<file path="src/rtl/atmega_eep_pkg.sv">
// Shared opcodes, response codes and FSM state type for the EEPROM maintenance loader.
package atmega_eep_pkg;

   localparam logic [7:0] CMD_DUMP = 8'h52;
   localparam logic [7:0] CMD_LOAD = 8'h57;
   localparam logic [7:0] CMD_STAT = 8'h53;

   localparam logic [7:0] RSP_ACK = 8'h06;
   localparam logic [7:0] RSP_NAK = 8'h15;

   typedef enum logic [2:0] {
      StIdle,
      StDumpAddr,
      StDumpWait,
      StDumpSend,
      StLoadRx,
      StLoadWr,
      StSendResp
   } state_e;

endpackage

</file>
<file path="src/rtl/atmega_eep_loader_timeout.sv">
// Clearable idle counter; tc flags the last cycle before LIMIT idle cycles have elapsed.
module atmega_eep_loader_timeout #(
   parameter int unsigned LIMIT = 1000000
) (
   input  logic clk,
   input  logic rst,
   input  logic clr,
   input  logic inc,
   output logic tc
);

   localparam int unsigned W = $clog2(LIMIT + 1);

   logic [W-1:0] cnt_q;

   always_ff @(posedge clk) begin
      if (rst || clr) begin
         cnt_q <= '0;
      end else if (inc && !tc) begin
         cnt_q <= cnt_q + 1'b1;
      end
   end

   // tc is seen in the cycle that would make the count reach LIMIT.
   assign tc = (cnt_q == W'(LIMIT - 1));

endmodule

</file>
<file path="src/rtl/atmega_eep_loader.sv">
// Host maintenance port: dumps, loads and reports modified status of the EEPROM over a
// valid/ready byte link, stalling the CPU while it owns the EEPROM external port.
module atmega_eep_loader
   import atmega_eep_pkg::*;
#(
   parameter int unsigned EEP_SIZE       = 512,
   parameter int unsigned TIMEOUT_CYCLES = 1000000
) (
   input  logic        clk,
   input  logic        rst,
   input  logic [7:0]  rx_data,
   input  logic        rx_valid,
   output logic        rx_ready,
   output logic [7:0]  tx_data,
   output logic        tx_valid,
   input  logic        tx_ready,
   output logic [16:0] eep_addr,
   output logic [7:0]  eep_wdata,
   output logic        eep_wr,
   input  logic [7:0]  eep_rdata,
   output logic        eep_rd,
   output logic        eep_en,
   input  logic        eep_modified,
   output logic        cpu_stall,
   output logic        busy
);

   localparam logic [16:0] LAST_ADDR = 17'(EEP_SIZE - 1);

   state_e      state_q, state_d;
   logic [16:0] addr_q, addr_d;
   logic [7:0]  wdata_q, wdata_d;
   logic [7:0]  tx_data_q, tx_data_d;
   logic        armed_q;
   logic        rx_fire, tx_fire, last_addr, to_tc;

   // armed_q holds rx_ready low for the first cycle out of reset.
   assign rx_ready  = ((state_q == StIdle) && armed_q) || (state_q == StLoadRx);
   assign tx_valid  = (state_q == StDumpSend) || (state_q == StSendResp);
   assign eep_rd    = (state_q == StDumpAddr) || (state_q == StDumpWait);
   assign eep_wr    = (state_q == StLoadWr);
   assign eep_en    = eep_rd || eep_wr;
   assign cpu_stall = eep_en;
   assign busy      = (state_q != StIdle);
   assign eep_addr  = addr_q;
   assign eep_wdata = wdata_q;
   assign tx_data   = tx_data_q;

   assign rx_fire   = rx_valid && rx_ready;
   assign tx_fire   = tx_valid && tx_ready;
   assign last_addr = (addr_q == LAST_ADDR);

   atmega_eep_loader_timeout #(
      .LIMIT (TIMEOUT_CYCLES)
   ) u_timeout (
      .clk (clk),
      .rst (rst),
      .clr ((state_q != StLoadRx) || rx_fire),
      .inc (state_q == StLoadRx),
      .tc  (to_tc)
   );

   always_comb begin
      state_d   = state_q;
      addr_d    = addr_q;
      wdata_d   = wdata_q;
      tx_data_d = tx_data_q;
      unique case (state_q)
         StIdle: begin
            if (rx_fire) begin
               case (rx_data)
                  CMD_DUMP: begin
                     addr_d  = '0;
                     state_d = StDumpAddr;
                  end
                  CMD_LOAD: begin
                     addr_d  = '0;
                     state_d = StLoadRx;
                  end
                  CMD_STAT: begin
                     tx_data_d = {7'b0, eep_modified};
                     state_d   = StSendResp;
                  end
                  default: begin
                     tx_data_d = RSP_NAK;
                     state_d   = StSendResp;
                  end
               endcase
            end
         end
         StDumpAddr: state_d = StDumpWait;
         StDumpWait: begin
            tx_data_d = eep_rdata;
            state_d   = StDumpSend;
         end
         StDumpSend: begin
            if (tx_fire) begin
               if (last_addr) begin
                  state_d = StIdle;
               end else begin
                  addr_d  = addr_q + 17'd1;
                  state_d = StDumpAddr;
               end
            end
         end
         StLoadRx: begin
            if (rx_fire) begin
               wdata_d = rx_data;
               state_d = StLoadWr;
            end else if (to_tc) begin
               tx_data_d = RSP_NAK;
               state_d   = StSendResp;
            end
         end
         StLoadWr: begin
            if (last_addr) begin
               tx_data_d = RSP_ACK;
               state_d   = StSendResp;
            end else begin
               addr_d  = addr_q + 17'd1;
               state_d = StLoadRx;
            end
         end
         StSendResp: begin
            if (tx_fire) state_d = StIdle;
         end
         default: state_d = StIdle;
      endcase
   end

   always_ff @(posedge clk) begin
      if (rst) begin
         state_q   <= StIdle;
         addr_q    <= '0;
         wdata_q   <= '0;
         tx_data_q <= '0;
         armed_q   <= 1'b0;
      end else begin
         state_q   <= state_d;
         addr_q    <= addr_d;
         wdata_q   <= wdata_d;
         tx_data_q <= tx_data_d;
         armed_q   <= 1'b1;
      end
   end

endmodule

</file>
<file path="config.mk">
export PLATFORM = sky130hd
export DESIGN_NAME = atmega_eep_loader
export DESIGN_NICKNAME = d
export VERILOG_FILES = /design/src/rtl/atmega_eep_pkg.sv /design/src/rtl/atmega_eep_loader_timeout.sv /design/src/rtl/atmega_eep_loader.sv
export SDC_FILE = /design/constraint.sdc
export NUM_CORES = 1
export LEC_CHECK = 0
export ABC_AREA = 1
export CAP_MARGIN = 20
export CORE_MARGIN = 2
export CORE_UTILIZATION = 58
export CTS_CLUSTER_SIZE = 16
export DETAILED_ROUTE_END_ITERATION = 7
export GPL_TIMING_DRIVEN = 0
export PLACE_DENSITY = 0.86
export SETUP_SLACK_MARGIN = 0.4
export SLEW_MARGIN = 20
export SYNTH_ARGS = -nofsm -noshare
export SYNTH_HDL_FRONTEND = slang
export SYNTH_HIERARCHICAL = 1
export SYNTH_SLANG_ARGS = --single-unit
</file>
<file path="constraint.sdc">
create_clock -name clk -period 2.7 [get_ports clk]
set_input_delay 0.54 -clock clk [delete_from_list [all_inputs] [get_ports clk]]
set_output_delay 0.54 -clock clk [all_outputs]
set_load 0.05 [all_outputs]
</file>
==> impl_results.md <==
- Number of setup buffers added after CTS: 0
- Clock sink total: 57
- Antenna violations before repair: 0
- Net Sw Frac: 0.454
- Total non-filler cell area in the finished layout: 4490 um2
- Io pins: 61
- Final total negative setup slack: 0 ps
- Layout Nets: 668
- Maximum number of pins on one net before global-route repair: 11
- Most numerous cell types in the synthesized netlist: sky130_fd_sc_hd__nand2_1 (159), sky130_fd_sc_hd__nor2_1 (95), sky130_fd_sc_hd__inv_1 (59), sky130_fd_sc_hd__dfxtp_1 (57), sky130_fd_sc_hd__nand3_1 (55)
- Clock skew: 11.1 ps
- Port Buf Inserts: 60
- DR vias: 3959
- Wirelength, routed: 9.68 mm
- Number of diodes: 0
- Floorplan Core Area: 5990 um2
- RR Startpoint: state_q[1]
- Setup violators final: 0
- Count of endpoints failing hold in the final timing report: 0
- Number of H-tree branching levels: 3
- Sequential standard cell area: 1140 um2
- Vertical die dimension: 83 um
- Net switching component of the power: 1.61 mW
- Critical path's top delay family: buffers and inverters
- Endpoint, Worst Hold: eep_wdata[6]
- Internal Dissipation: 1.93 mW
- Area of the die: 6890 um2
- Sum of buffers and inverters on the critical path: 1
- Share of layout cells above drive strength 1: 0.123
- DR iter-0 viols: 233
- Warnings, synthesis: 6
- Syn nets: 597
- Placed cell areas: 4310 um2
- Highest achievable clock rate: 0.455 GHz
- Leading cell type by number of instances after synthesis: sky130_fd_sc_hd__nand2_1
- Syn Inst Count: 574
- Number of global-route vias before repair: 3787
- Max-Slew Margin vs Limit: 0.656
- Die outline width: 83 um
- HPWL after detailed placement: 7.03 mm
- Post-layout minimum cycle time: 2200 ps
- Post-synth top area share: 0.315
- Part of the power in combinational logic: 0.490
- Maximum cell stage delay along the critical path: 850 ps
- Type of element capturing the critical path: primary output
- Setup repair after global routing missed its margin: false
- Via/cell ratio: 5.47
- CP Data Arrival Time: 1660 ps
- Proportion of synthesized chip area in sequential cells: 0.315
- Pre-antenna DRT Iters: 5
- Peak supply drop: 644 uV
- Standard-cell row count: 28
- CTS hold repair buffers: 0
- Hold path startpoint: eep_wdata[6]
- Kind of start point of the critical path: flop
- Share of flip-flops with an asynchronous set or reset after synthesis: 0
- Synth-to-Final Area Change: 24.0%
- Critical R2R Capture: u_timeout/cnt_q[16]
- Primary flip-flop cell chosen by synthesis mapping: sky130_fd_sc_hd__dfxtp_1
- Final antenna-violating net count: 0
- Cell Area, Synth: 3620 um2
- Synth area leaders: sky130_fd_sc_hd__dfxtp_1 (32%), sky130_fd_sc_hd__nand2_1 (16%), sky130_fd_sc_hd__nor2_1 (9.9%)
- Overflow after GRT: 0
- Path type of the worst setup path: reg -> out
- Transition time of the tightest slew-check pin: 514 ps
- Number of buffers created by CTS: 9
- Total routing resource utilization after global routing: 0.288
- Run status: finished clean
- Area taken by multi-input logic gates: 2090 um2
- Number of cells in the design after placement: 709
- Flip-flop and latch count after synthesis: 57
- Final clock period utilization by the worst path: 0.814
- Routability congestion estimate: 0.926
- Power per unit of standard cell area: 790 nW/um2
- Filler Cell Count: 468
- Non-filler cells in the finished layout: 724
- Max Cap Viol: 0
- Crit path cell chain: clkdlybuf4s50_1
- Maximum buffer depth of the clock tree: 2
- Final Max Tran Viols: 0
- Endpoint required time on the critical path: 2160 ps
- Cells on worst reg2reg path: 11
- Average cell area after synthesis: 6.31 um2
- Clock-pin slew of the registers on the worst-case setup and hold paths: 70 ps
- Post-detailed-route DRC marker count: 0
- Global-route wire length before repair: 16.4 mm
- Clock insertion delay at the later pin of the skew report: 340 ps
- Starting density of the core: 0.604
- Number of enable flip-flop cells after synthesis: 0
- Routed wire per std cell: 13.4 um
- Clk Tree Root Cell: sky130_fd_sc_hd__clkbuf_8
- Leakage: 1.76 nW
- Minimum setup slack among reg-to-reg paths: 640 ps
- Yosys top cell by area: sky130_fd_sc_hd__dfxtp_1
- Proportion of power drawn by the clock network: 0.230
- Largest driver fanout on the critical path: 8
- Sequential power share: 0.280
- Hold-critical path depth: 2
- Slowest cell on the critical path: sky130_fd_sc_hd__clkdlybuf4s50_1
- Classification of the worst-slack hold path: reg -> reg
- Count of distinct cell types in the synthesized netlist: 35
- TritonCTS clock tree: done
## power by group through the flow
| stage | registers (mW) | clock network, mW | logic (mW) |
|---|---|---|---|
| 4_1_cts | 0.989 | 0.815 | 1.73 |
| 2_1_floorplan | 1.22 | 0 | 1.08 |
| 5_1_grt | 1.00 | 0.861 | 1.87 |
| 3_3_place_gp | 1.00 | 0 | 1.72 |
| 6_report | 0.990 | 0.815 | 1.74 |
| 3_5_place_dp | 1.01 | 0 | 1.75 |
## placed cells by master (no fill, tap or decap), drive strengths merged
cell type / n
o21ai: 7
dfxtp: 57
clkinv: 4
dlygate4sd2: 2
clkdlybuf4s50: 53
xor2: 3
nand4: 13
nor4: 2
a31oi: 2
nor3: 7
bufinv: 1
clkbuf: 22
nand2: 170
a21oi: 42
nor3b: 1
nand3b: 3
nor2: 110
o21bai: 3
buf: 10
o21a: 1
ha: 2
inv: 70
nand3: 64
## how the worst max path moves through the flow
stage / startpoint / endpoint / cells past startpoint
after global placement: rx_valid / u_timeout/cnt_q[9] / 8
after global routing: state_q[1] / u_timeout/cnt_q[15] / 11
final: eep_addr[9] / eep_addr[9] / 1
after CTS: state_q[2] / eep_en / 6
after floorplan: state_q[2] / state_q[0] / 8
after detailed placement: rx_valid / u_timeout/cnt_q[4] / 8
## logic make-up (layout without fill, tap and decap cells)
| family | after synthesis | in the layout | synth area share |
|---|---|---|---|
| flops | 57 | 57 | 0.315 |
| compound gates | 55 | 55 | 0.0805 |
| simple gates | 370 | 370 | 0.483 |
| xor+xnor | 3 | 3 | 0.00726 |
| buf+inv | 87 | 162 | 0.107 |
| fa+ha+maj | 2 | 2 | 0.00691 |
## registers in the layout, indices dropped and copies added, names as in the netlist
name             flops
u_timeout/cnt_q     20
eep_addr            17
armed_q              1
state_q              3
eep_wdata            8
tx_data              8
## metrics by stage
stage	power, mW	utilization	setup slack [ps]	hold slack [ps]
2_1_floorplan	2.30	-	500	470
3_3_place_gp	2.73	0.720	262	449
3_5_place_dp	2.75	0.720	139	455
4_1_cts	3.53	0.751	337	466
5_1_grt	3.73	0.749	425	481
6_report	3.54	0.749	503	465
## layout make-up
| class | count | share of cell area |
|---|---|---|
| clock buffer | 12 | 0.0346 |
| timing repair buffer | 60 | 0.128 |
| buffer | 15 | 0.0262 |
| tap | 75 | 0.0209 |
| multi-input combinational | 430 | 0.467 |
| clock inverter | 3 | 0.00892 |
| inverter | 72 | 0.0605 |
| sequential | 57 | 0.254 |
## layer usage
layer  GRT usage  wire [um]  vias up
li1            -          -     1965
met1       0.357       4120     1788
met2       0.485       4600      171
met3      0.0537        663       35
met4       0.128        294        0
met5           0          0        -
## repair_timing
action / CTS / global route
gates resized for setup: 7 / 12
endpoints found under the setup margin: 7 / 15
hold endpoints to repair: 0 / 0
Note: power is estimated with default switching activity, not from simulation.
